[config.mk]
export PLATFORM = sky130hd
export DESIGN_NAME = xy_scan_mux
export DESIGN_NICKNAME = d
export VERILOG_FILES = /design/src/rtl/xy_scan_mux.sv
export SDC_FILE = /design/constraint.sdc
export NUM_CORES = 1
export LEC_CHECK = 0
export ABC_AREA = 1
export CAP_MARGIN = 25
export CELL_PAD_IN_SITES_DETAIL_PLACEMENT = 0
export CELL_PAD_IN_SITES_GLOBAL_PLACEMENT = 1
export CORE_UTILIZATION = 38
export CTS_CLUSTER_DIAMETER = 120
export DETAILED_ROUTE_END_ITERATION = 10
export PLACE_DENSITY_LB_ADDON = 0.1
export SLEW_MARGIN = 20
export SYNTH_ARGS = -nofsm -noshare
export SYNTH_HDL_FRONTEND = slang
export SYNTH_SLANG_ARGS = --single-unit
[constraint.sdc]
create_clock -name clk -period 2.3 [get_ports clk]
set_input_delay 0.46 -clock clk [delete_from_list [all_inputs] [get_ports clk]]
set_output_delay 0.46 -clock clk [all_outputs]
set_load 0.05 [all_outputs]
[src/rtl/xy_scan_mux.sv]
// xy_scan_mux: time-multiplexes the border trace, both paddles and the ball onto one XY DAC pair.
// Latency: all outputs registered; border points reach x_out/y_out one clk after they are presented.
// Backpressure: none; free-running scan, so the border source must supply a new point every clk.
// Option: define XY_SCAN_BALL_CROSS_EN to draw the ball as a five-point cross instead of a single dot.
module xy_scan_mux #(
    parameter int BORDER_CYCLES = 950,
    parameter int PADDLE_LEN    = 32,
    parameter int PADDLE_L_X    = 8,
    parameter int PADDLE_R_X    = 247,
    parameter int BALL_CYCLES   = 64,
    parameter int SETTLE        = 4
) (
    input  logic       clk,
    input  logic       rst,
    input  logic [7:0] x_border,
    input  logic [7:0] y_border,
    input  logic [7:0] ball_x,
    input  logic [7:0] ball_y,
    input  logic [7:0] paddle_l_y,
    input  logic [7:0] paddle_r_y,
    output logic [7:0] x_out,
    output logic [7:0] y_out,
    output logic       blank,
    output logic [1:0] src,
    output logic       frame_tick
);

    // One shared counter times settle and the fixed-length draw phases, so it
    // must be wide enough for the longest of them (normally the border trace).
    localparam int MAX_AB  = (BORDER_CYCLES > BALL_CYCLES) ? BORDER_CYCLES : BALL_CYCLES;
    localparam int MAX_CNT = (MAX_AB > SETTLE) ? MAX_AB : SETTLE;
    localparam int CW      = (MAX_CNT < 2) ? 1 : $clog2(MAX_CNT + 1);

    localparam logic [CW-1:0] SETTLE_LAST = CW'(SETTLE - 1);
    localparam logic [CW-1:0] BORDER_LAST = CW'(BORDER_CYCLES - 1);
    localparam logic [CW-1:0] BALL_LAST   = CW'(BALL_CYCLES - 1);
    localparam logic [CW-1:0] CNT_ONE     = CW'(1);
    localparam logic [8:0]    PAD_SPAN    = 9'(PADDLE_LEN - 1);
    localparam logic [7:0]    PL_X        = 8'(PADDLE_L_X);
    localparam logic [7:0]    PR_X        = 8'(PADDLE_R_X);

    typedef enum logic [1:0] {
        S_BORDER = 2'd0,
        S_PAD_L  = 2'd1,
        S_PAD_R  = 2'd2,
        S_BALL   = 2'd3
    } state_t;

    // Position of the cycle currently on the outputs.
    state_t        state;
    logic          draw;      // 0 = settle (beam off), 1 = draw
    logic [CW-1:0] cnt;
    logic          run;       // cleared by reset: next edge starts a fresh frame

    // Values captured when a source is entered; held for the rest of the frame.
    logic [7:0]    pad_end;
    logic [7:0]    ball_xl;
    logic [7:0]    ball_yl;

    state_t        nxt_state;
    logic          nxt_draw;
    logic [CW-1:0] nxt_cnt;
    logic          enter;

    logic [7:0]    x_d;
    logic [7:0]    y_d;
    logic          blank_d;
    logic [1:0]    src_d;
    logic          tick_d;
    logic [7:0]    pad_end_d;
    logic [7:0]    ball_xl_d;
    logic [7:0]    ball_yl_d;

`ifdef XY_SCAN_BALL_CROSS_EN
    logic [2:0]    pidx;
    logic [2:0]    pidx_d;

    function automatic logic [7:0] sat_inc2(input logic [7:0] v);
        return (v > 8'd253) ? 8'd255 : v + 8'd2;
    endfunction

    function automatic logic [7:0] sat_dec2(input logic [7:0] v);
        return (v < 8'd2) ? 8'd0 : v - 8'd2;
    endfunction
`endif

    // Top of a paddle: 9-bit sum so a paddle near the screen edge clips at 255
    // instead of wrapping to the bottom.
    function automatic logic [7:0] pad_top(input logic [7:0] y);
        logic [8:0] s;
        s = {1'b0, y} + PAD_SPAN;
        return s[8] ? 8'd255 : s[7:0];
    endfunction

    // State register: scan position, entry captures and registered DAC outputs.
    always_ff @(posedge clk or posedge rst) begin
        if (rst) begin
            state      <= S_BORDER;
            draw       <= 1'b0;
            cnt        <= '0;
            run        <= 1'b0;
            pad_end    <= 8'd0;
            ball_xl    <= 8'd0;
            ball_yl    <= 8'd0;
            x_out      <= 8'd0;
            y_out      <= 8'd0;
            blank      <= 1'b1;
            src        <= 2'd0;
            frame_tick <= 1'b0;
`ifdef XY_SCAN_BALL_CROSS_EN
            pidx       <= 3'd0;
`endif
        end else begin
            state      <= nxt_state;
            draw       <= nxt_draw;
            cnt        <= nxt_cnt;
            run        <= 1'b1;
            pad_end    <= pad_end_d;
            ball_xl    <= ball_xl_d;
            ball_yl    <= ball_yl_d;
            x_out      <= x_d;
            y_out      <= y_d;
            blank      <= blank_d;
            src        <= src_d;
            frame_tick <= tick_d;
`ifdef XY_SCAN_BALL_CROSS_EN
            pidx       <= pidx_d;
`endif
        end
    end

    // Next-state logic: settle countdown, then a draw phase ended by its length
    // (border, ball) or by reaching the paddle top (paddles).
    always_comb begin
        nxt_state = state;
        nxt_draw  = draw;
        nxt_cnt   = cnt + CNT_ONE;
        if (!run) begin
            nxt_state = S_BORDER;
            nxt_draw  = 1'b0;
            nxt_cnt   = '0;
        end else if (!draw) begin
            if (cnt == SETTLE_LAST) begin
                nxt_draw = 1'b1;
                nxt_cnt  = '0;
            end
        end else begin
            case (state)
                S_BORDER: begin
                    if (cnt == BORDER_LAST) begin
                        nxt_state = S_PAD_L;
                        nxt_draw  = 1'b0;
                        nxt_cnt   = '0;
                    end
                end
                S_PAD_L: begin
                    nxt_cnt = '0;
                    if (y_out == pad_end) begin
                        nxt_state = S_PAD_R;
                        nxt_draw  = 1'b0;
                    end
                end
                S_PAD_R: begin
                    nxt_cnt = '0;
                    if (y_out == pad_end) begin
                        nxt_state = S_BALL;
                        nxt_draw  = 1'b0;
                    end
                end
                default: begin
                    if (cnt == BALL_LAST) begin
                        nxt_state = S_BORDER;
                        nxt_draw  = 1'b0;
                        nxt_cnt   = '0;
                    end
                end
            endcase
        end
    end

    // First settle cycle of a source: either the frame restart after reset or
    // the step out of the previous source's draw phase.
    assign enter = ~run | (draw & ~nxt_draw);

    // Output logic: coordinates for the upcoming cycle, plus the entry captures.
    always_comb begin
        x_d       = x_out;
        y_d       = y_out;
        blank_d   = ~nxt_draw;
        src_d     = nxt_state;
        tick_d    = enter && (nxt_state == S_BORDER);
        pad_end_d = pad_end;
        ball_xl_d = ball_xl;
        ball_yl_d = ball_yl;
`ifdef XY_SCAN_BALL_CROSS_EN
        pidx_d    = pidx;
`endif
        case (nxt_state)
            S_BORDER: begin
                // Settle holds the point seen at entry; draw follows the trace.
                if (enter || nxt_draw) begin
                    x_d = x_border;
                    y_d = y_border;
                end
            end
            S_PAD_L: begin
                if (enter) begin
                    x_d       = PL_X;
                    y_d       = paddle_l_y;
                    pad_end_d = pad_top(paddle_l_y);
                end else if (draw) begin
                    y_d = y_out + 8'd1;
                end
            end
            S_PAD_R: begin
                if (enter) begin
                    x_d       = PR_X;
                    y_d       = paddle_r_y;
                    pad_end_d = pad_top(paddle_r_y);
                end else if (draw) begin
                    y_d = y_out + 8'd1;
                end
            end
            default: begin
                if (enter) begin
                    ball_xl_d = ball_x;
                    ball_yl_d = ball_y;
                    x_d       = ball_x;
                    y_d       = ball_y;
`ifdef XY_SCAN_BALL_CROSS_EN
                    pidx_d    = 3'd0;
`endif
                end else if (nxt_draw) begin
`ifdef XY_SCAN_BALL_CROSS_EN
                    // Centre, right, left, up, down; each arm clipped at the screen edge.
                    x_d = ball_xl;
                    y_d = ball_yl;
                    case (pidx)
                        3'd1:    x_d = sat_inc2(ball_xl);
                        3'd2:    x_d = sat_dec2(ball_xl);
                        3'd3:    y_d = sat_inc2(ball_yl);
                        3'd4:    y_d = sat_dec2(ball_yl);
                        default: ;
                    endcase
                    pidx_d = (pidx == 3'd4) ? 3'd0 : pidx + 3'd1;
`else
                    x_d = ball_xl;
                    y_d = ball_yl;
`endif
                end
            end
        endcase
    end

endmodule

Yosys cells after proc, flatten, opt, wreduce, memory -nomap -nowiden:

Index checks and enable logic that the tools add are counted.

* add/subtract/negate cells: 4
* eq/ne operators: 11
* mux-type cells: 38
* bitwise operators: 5
* reductions and logical operators: 13

Operators by type and width (count)
* 2-to-1 mux 8 bit: 15
* 2-to-1 mux 10 bit: 5
* one-hot mux 8 bit (3 select lines): 2
* one-hot mux 10 bit (2 select lines): 1
* adder 8 x 5 -> 9 bit, second input constant: 2
* one-hot mux 8 bit (2 select lines): 1
* 2-to-1 mux 2 bit: 6
* adder 10 x 1 -> 10 bit, second input constant: 1
* == test 10 bit, second input constant: 1
* == test 10 x 2 -> 1 bit, second input constant: 1
* == test 10 x 6 -> 1 bit, second input constant: 1
* adder 8 x 1 -> 8 bit, second input constant: 1
* == test 8 bit: 1
* 2-to-1 mux 1 bit: 6
* one-hot mux 2 bit (3 select lines): 1
* nonzero test 5 bit: 1
* == test 2 x 1 -> 1 bit, second input constant: 2
* == test 2 bit, second input constant: 2
* zero test 2 bit: 2
* inequality test 2 bit, second input constant: 2
* AND reduction 2 bit: 2
* AND reduction 4 bit: 1
* NOT 1 bit: 3
* AND reduction 3 bit: 1
* 10 further kinds: 10

* bits in registers: 56
* input bits: 50
* output and inout bits: 20
* logic and storage cells: 82

Longest topological paths before layout:

Gate-level depths: netlist of run 1.

* word-level depth: 11
* mapped depth: 20
* depth with buffers taken out: 19

Least setup slack after synthesis of run 1:

Ideal clock, no wire load.

* path type: register to register
* start: reg state[0]
* end: reg y_out[2]
* setup time: 119 ps
* arrival time: 2168 ps
* required time: 2181 ps
* slack: 13 ps
* stages on the path, launching flop included: 17
* buffers on the path: 2
* clock period less this slack: 2287 ps
* cells stage by stage: dfrtp_1 inv_1 ha_1 nand2_1 nand2_1 a21oi_1 nand2_1 nand2_1 a21oi_2 buf_6 nand2_8 clkinv_4 buf_12 nand2_2 nand3_1 nor2_1 nor2_1

* word-level cells in the longest chain between the ends: 11
* elaborated cells between the ends (all ways): 28
* classes of those cells: 5 x eq/ne; 14 x mux; 3 x bitwise; 6 x reduce/logical

Ends and longest elaborated chain
* start: declaration: line 50 `state_t state;`
* start signal: assignment: line 114 `state <= nxt_state;`
* == test 2 bit or == test 2 x 1 -> 1 bit (tied branches): line 148 `case (state)`
* OR reduction 2 bit (no source line)
* one-hot mux 1 bit (2 select lines): line 148
* 2-to-1 mux 1 bit: line 142 `end else if (!draw) begin`
* 2-to-1 mux 1 bit: line 138 `if (!run) begin`
* NOT 1 bit: line 183 `assign enter = ~run | (draw & ~nxt_draw);`
* bitwise AND 1 bit: line 183
* OR 1 bit: line 183
* logical OR 1 bit: line 201 `if (enter || nxt_draw) begin`
* inequality test 2 x 1 -> 1 bit (no source line)
* AND reduction 2 bit (no source line)
* end signal: assignment: line 122 `y_out <= y_d;`
* end: declaration: line 22 `output logic [7:0] y_out,`

Parallel ways exist; a longest one is shown, timed or not.
A chain may end at the register's enable or synchronous reset.

Worst setup path in the final report of run 1:

* start: reg cnt[0]
* end: reg ball_xl[1]

* word-level cells in the longest chain between the ends: 9
* elaborated cells between the ends (all ways): 23
* classes of those cells: 5 x eq/ne; 11 x mux; 4 x bitwise; 3 x reduce/logical

Ends and longest elaborated chain
* start: declaration: line 52 `logic [CW-1:0] cnt;`
* start signal: assignment: line 116 `cnt <= nxt_cnt;`
* == test 10 x 6 -> 1 bit or == test 10 bit (tied branches): line 171, 150
* 2-to-1 mux 2 bit, or another cell as far along: line 171 `if (cnt == BALL_LAST) begin`
* one-hot mux 2 bit (3 select lines) or one-hot mux 1 bit (2 select lines) (tied branches): line 148
* 2-to-1 mux 2 bit or 2-to-1 mux 1 bit (tied branches): line 142
* 2-to-1 mux 2 bit or 2-to-1 mux 1 bit (tied branches): line 138
* == test 2 bit, or another cell as far along: line 198 `case (nxt_state)`
* OR reduction 3 bit (no source line) or bitwise AND 1 bit (tied branches)
* NOT 1 bit (no source line) or OR 1 bit (tied branches)
* AND reduction 2 bit (no source line) (*)
* end signal: assignment: line 119 `ball_xl <= ball_xl_d;`
* end: declaration: line 57 `logic [7:0] ball_xl;`

Every way passes the cells marked *; elsewhere a longest branch is shown, timed or not.

==> results of run 1 <==
[kinds of logic (layout without fill, tap and decap cells)]
| kind of cell | count (synthesis) | after routing | synth area share (%) |
|---|---|---|---|
| buf+inv | 90 | 206 | 10.4 |
| flops | 56 | 56 | 34.0 |
| other cells | 1 | 1 | 0.0908 |
| compound gates | 61 | 61 | 8.06 |
| simple gates | 382 | 386 | 41.8 |
| fa+ha+maj | 9 | 9 | 2.73 |
| xor+xnor | 14 | 14 | 2.97 |
[worst min path at each step]
stage	start	endpoint	slack [ns]	cells after the start
after floorplan	ball_yl[0]$_DFFE_PP0P_	ball_yl[0]$_DFFE_PP0P_	0.45	2
after global placement	ball_yl[0]$_DFFE_PP0P_	ball_yl[0]$_DFFE_PP0P_	0.46	2
after detailed placement	ball_yl[0]$_DFFE_PP0P_	ball_yl[0]$_DFFE_PP0P_	0.47	2
after CTS	ball_yl[0]$_DFFE_PP0P_	ball_yl[0]$_DFFE_PP0P_	0.50	2
after global routing	rst	x_out[7]$_DFFE_PP0P_	0.52	3
final	rst	x_out[4]$_DFFE_PP0P_	0.50	3
[through the flow]
step / setup slack [ns] / std cells / TNS [ns] / utilization (%)
finish: 0.00963 / 869 / 0 / 57.1
floorplan: 0.0134 / 613 / 0 / -
detailed placement: -0.141 / 841 / -0.304 / 49.9
CTS: -0.0126 / 850 / -0.0350 / 51.2
global route: -0.161 / 869 / -4.36 / 57.1
global placement: -0.101 / 841 / -0.495 / 49.9
[placed cells by master (no fill, tap or decap), types with 8 or more instances in the layout]
cell               n
a21oi_1            8
buf_12             8
buf_4             39
clkdlybuf4s50_1   69
dfrtp_1           55
inv_1             64
nand2_1          191
nand2_2           27
nand2_8            8
nand3_1           67
nand3_2           14
nor2_1            43
nor2_2             8
nor2_4             8
o21ai_0           27
o21ai_2           10
xor2_1             8
[worst min-delay path, stage by stage]
cell	delay [ns]
clkdlybuf4s50_1	0.41
inv_2	0.07
buf_12	0.28
[metal layers]
metal / routed length (um) / vias up
met5: 0 / -
met4: 90 / 0
met3: 559 / 5
met2: 5560 / 95
met1: 6090 / 1948
li1: - / 2177
[state kept, by name, indices dropped and copies added, names as in the netlist]
signal / flops
ball_xl: 8
ball_yl: 8
blank: 1
cnt: 10
draw: 1
frame_tick: 1
pad_end: 8
run: 1
state: 2
x_out: 8
y_out: 8
[report_power, final]
| group | switching (mW) | leakage, nW | internal [mW] |
|---|---|---|---|
| sequential | 0.187 | 0.639 | 1.22 |
| clock | 0.353 | 0.0558 | 0.330 |
| combinational | 1.37 | 2.18 | 0.919 |
[final cells by class]
| class | instances | share of cell area, % |
|---|---|---|
| repair buffers | 127 | 22.1 |
| clock buffers | 6 | 1.22 |
| well taps | 136 | 2.86 |
| multi-input cells | 471 | 44.8 |
| clock inverters | 2 | 0.652 |
| flip-flops and latches | 56 | 23.6 |
| inverters | 71 | 4.82 |
[timing repair]
item	in CTS	in global routing
resized for setup	3	93
buffers inserted	0	14
cloned	1	6
pin swaps	0	30
setup endpoints to repair	7	41
hold buffers	0	0
==> results.ini, run 1 <==
[detailed_routing]
dr_total_vias = 4225
drt-initial-drc-count = 278
route.detailed.drc = 0
drt_wl_total_um = 12300
ant_nets = 0
vias_per_cell = 4.86
dr.pass1.iters = 5
wire_per_inst_um = 14.1

[floorplanning]
dieWidth_um = 106
start_util_pct = 39.7
dieArea_um2 = 11300
coreArea_um2 = 10400
row_count = 37
ios = 70
fp.dieH_um = 106

[timing]
slew_violations = 0
hold_slack_ns = 0.497
min_period_ns = 2.29
skew_ns = 0.0184
finalCritPeriodShare_pct = 99.6
max_freq_ghz = 0.437
rsz0062_at_grt = true
hold_violations = 0
finalSetupViolations = 0
maxSlewHeadroom_pct = 66.1
tightest_slew_ns = 0.507

[layout]
multi_input_area_um2 = 2660
fin_nets = 791
n_antenna_cell = 0
nFillCells = 1011
area_delta_synth_final_pct = 43.9
final_layout_size_suffix_gt1_share_pct = 22.1
regArea_um2 = 1400
final_area_um2 = 5940

[synthesis]
yosysMostFrequentCell = nand2_1
yosys-top-cells-count = nand2_1, nand3_1, inv_1
synth_edf_count = 0
syn_nets = 672
dominantRegCellSynth = dfrtp_1
synth_area_leaders = dfrtp_1, nand2_1, nand3_1
syn_avg_cell_area_um2 = 6.74
syn_inst = 613
ys_ff_latch = 56
synth_top_area_cell = dfrtp_1
ys_types = 39
synth_top_area_share_pct = 33.3
ys_seq_area_share_pct = 34.0
ys_warn_count = 0
netlist_area_um2 = 4130
async_reset_ff_share_pct = 100

[setup_path]
critPathLaunch = cnt[0]$_DFF_PP0_
arrival_ns = 2.52
worstSetupPathType = reg2reg
timing.rr.start = cnt[0]$_DFF_PP0_
critical_path.cell_chain = buf_6 -> ha_4 -> nand2_2 -> nor2_1 -> nand3_1 -> nand2_1 -> nand2_2 -> a21oi_2 -> nand2_1 -> nand2_2 -> a21oi_4 -> buf_6 -> nand2_8 -> buf_12 -> nor2_4 -> clkbuf_16 -> o21ai_2
crit_fanout = 6
crit_buf_inv = 4
cpMostUsedCell = nand2_2
reg2reg_setup_slack_ns = 0.01
critPathLaunchType = flop
path_depth = 17
end_kind = flop
critPathTopFamily = simple AND/OR/NAND/NOR gates
reg2reg_to = ball_xl[1]$_DFFE_PP0P_
worstPathRequired_ns = 2.53
reg2regPathDepth = 17
crit_end = ball_xl[1]$_DFFE_PP0P_
cpPeakStageDelay_ns = 0.45
cp_slowest_cell = dfrtp_1

[clocking]
clock_sinks = 56
worstSkewPairLatency_ns = 0.32
htree_num_levels = 2
root_buffer = clkbuf_8
cts_buffers = 5
cts_buffer_depth = 2
cts_tree = yes
clk_pin_slew_ns = 0.12

[run]
cap_violations = 0

[pwr]
power_mw = 4.39
power_leakage_nw = 2.88
powerDensity_nw_per_um2 = 738
vdd_ir_drop_max_mv = 0.450

[global_route]
grtUsageTotal_pct = 21.3
grt_pass1_vias = 3809
grt_max_degree = 57
grtUsageMet2_pct = 32.2
grt_pass1_wl_um = 18900
use_met1_pct = 32.6
grt_overflow = 0
grt.busiest_layer = met1
grt_antenna_before_repair = 0
gr-usage-met3_pct = 2.39

[place]
numPortBuffers = 69
dpl-instance-area_um2 = 5200
place.gp.congestion = 0.839
place_hpwl_um = 9050

[min_path]
hp-class = in2async

[outcome]
status = finished clean

Power figures use the tool's default switching activity.
==> run 2: changes to the inputs <==
--- a/config.mk
+++ b/config.mk
@@ -5,11 +5,10 @@
 export SDC_FILE = /design/constraint.sdc
 export NUM_CORES = 1
 export LEC_CHECK = 0
-export ABC_AREA = 1
 export CAP_MARGIN = 25
 export CELL_PAD_IN_SITES_DETAIL_PLACEMENT = 0
 export CELL_PAD_IN_SITES_GLOBAL_PLACEMENT = 1
-export CORE_UTILIZATION = 38
+export CORE_UTILIZATION = 40
 export CTS_CLUSTER_DIAMETER = 120
 export DETAILED_ROUTE_END_ITERATION = 10
 export PLACE_DENSITY_LB_ADDON = 0.1
==> results.ini, run 2 <==
[timing]
finalCritPeriodShare_pct = 113
skew_ns = 0.00797
maxSlewHeadroom_pct = 65.8
tightest_slew_ns = 0.512
finalSetupViolations = 40
rsz0062_at_grt = true
hold_slack_ns = 0.505
hold_violations = 0
max_freq_ghz = 0.384
setup_ws_ns = -0.302
fin_tns_setup_ns = -10.06
min_period_ns = 2.60
slew_violations = 0

[clocking]
clock_sinks = 56
worstSkewPairLatency_ns = 0.32
root_buffer = clkbuf_8
htree_num_levels = 2
clk_pin_slew_ns = 0.11
cts_buffers = 5
cts_tree = yes
cts_buffer_depth = 2

[min_path]
hp-class = in2async

[layout]
n_antenna_cell = 0
fin_nets = 622
largest_reg_flops = 10
final_layout_size_suffix_gt1_share_pct = 42.7
regMostFlops = cnt
final_common_cell = buf_4
layout_common_cells = buf_4, clkdlybuf4s50_1, dfrtp_1
area_delta_synth_final_pct = 64.9

[detailed_routing]
route.detailed.drc = 0
dr.pass1.iters = 5
dr_total_vias = 3634
vias_per_cell = 5.41
drt_wl_total_um = 11300
drt-initial-drc-count = 146
wire_per_inst_um = 16.8
ant_nets = 0

[pwr]
pwr-share-comb_pct = 38.9
pwr-share-clk_pct = 20.5
sequentialPowerShare_pct = 40.5
intPower_mw = 1.78
vdd_ir_drop_max_mv = 0.366
p_sw_share_pct = 35.2
power_leakage_nw = 2.66
p_sw_mw = 0.965
powerDensity_nw_per_um2 = 457

[synthesis]
yosysMostFrequentCell = dfrtp_1
async_reset_ff_share_pct = 100
yosys-top-cells-count = dfrtp_1, nor2_1, mux2_2
syn_nets = 432
netlist_area_um2 = 3640
ys_types = 62
synth_area_leaders = dfrtp_1, mux2_2, xor2_1
syn_inst = 373
ys_warn_count = 0
dominantRegCellSynth = dfrtp_1
syn_avg_cell_area_um2 = 9.75
synth_top_area_cell = dfrtp_1
ys_seq_area_share_pct = 38.5
ys_ff_latch = 56
synth_edf_count = 0
synth_top_area_share_pct = 37.8

[floorplanning]
dieArea_um2 = 9480
dieWidth_um = 97.4
fp.dieH_um = 97.4
start_util_pct = 41.5
ios = 70
coreArea_um2 = 8760
row_count = 34

[place]
place.gp.congestion = 0.893
numPortBuffers = 69
place_hpwl_um = 8380
place_ws_ns = -0.398

[global_route]
grt_max_degree = 57
grt_pass1_vias = 3694
grt_antenna_before_repair = 0
grtUsageTotal_pct = 24.5
grt_pass1_wl_um = 18500
grt_overflow = 0

[setup_path]
crit_fanout = 7
arrival_ns = 2.81
critPathLaunchType = flop
end_kind = flop
worstSetupPathType = reg2reg
worstPathRequired_ns = 2.51

[run]
cap_violations = 0

[outcome]
violations = negative setup slack
status = finished, violations left

## run 2: kinds of logic after synthesis
logic type	Yosys count	share of synthesized area, %
multiplexers	46	13.8
AO/OA/AOI/OAI	91	17.8
AND/OR/NAND/NOR	111	15.9
flip-flops	56	38.5
adder cells (fa/ha/maj)	9	3.09
other	1	0.103
XOR/XNOR	30	7.22
buffers and inverters	29	3.51
## run 2: power groups by stage
stage	combinational (mW)	sequential [mW]	clock (mW)
after floorplan	0.306	1.34	0
after global placement	0.971	1.12	0
after detailed placement	0.977	1.12	0
after CTS	1.02	1.11	0.584
after global routing	1.14	1.12	0.629
final	1.07	1.11	0.564
## run 2: per-layer routing
metal | vias up | share of wire [%] | global-route usage [%]
li1 | 1741 | - | -
met1 | 1761 | 47 | 34.2
met2 | 124 | 47 | 40.7
met3 | 8 | 5.2 | 3.67
met4 | 0 | 0.86 | 4.64
met5 | - | 0 | 0
## run 2: path summary, 6_finish.rpt
check	start	endpoint	slack, ns	cells after the start
max reg2reg	y_out[5]$_DFFE_PP0P_	y_out[3]$_DFFE_PP0P_	-0.30	11
max	y_out[5]$_DFFE_PP0P_	y_out[3]$_DFFE_PP0P_	-0.30	11
min in group clk	ball_xl[0]$_DFFE_PP0P_	ball_xl[0]$_DFFE_PP0P_	0.52	1
max in group asynchronous	rst	blank$_DFF_PP1_	1.51	3
min reg2reg	ball_xl[0]$_DFFE_PP0P_	ball_xl[0]$_DFFE_PP0P_	0.52	1
min	rst	cnt[7]$_DFF_PP0_	0.50	3
## run 2: repair_timing
| action | in CTS | in global routing |
|---|---|---|
| endpoints found under the hold margin | 0 | 0 |
| hold buffers | 0 | 0 |
| buffers inserted | 16 | 9 |
| setup endpoints to repair | 40 | 41 |
| cloned | 0 | 0 |
| pin swaps | 22 | 22 |
| gates resized for setup | 53 | 54 |
## run 2: layout make-up
class | instances | area [um2]
Clock inverter | 3 | 21.3
Timing Repair Buffer | 197 | 1790
Multi-Input combinational cell | 288 | 2500
Fill cell | 693 | 2770
Inverter | 15 | 66.3
Sequential cell | 56 | 1420
Tap cell | 108 | 135
Clock buffer | 5 | 68.8
## run 2: worst max-delay path: stages (launching register included)
cell and delay [ns]:
dfrtp_2 0.42, xor2_1 0.24, nor4_2 0.08, buf_4 0.17, and3_4 0.17, o31ai_4 0.26, and2_4 0.28, inv_8 0.07
and2_4 0.16, a222oi_1 0.41, buf_4 0.19, a21oi_2 0.04
## run 2: per-stage QoR
step	instance area (um2)	utilization, %	total power [mW]	instances
4_1_cts	5700	65.0	2.72	664
6_report	6000	68.4	2.74	672
3_5_place_dp	5270	60.1	2.10	641
5_1_grt	6000	68.4	2.89	672
2_1_floorplan	3680	-	1.65	373
3_3_place_gp	5270	60.1	2.09	641
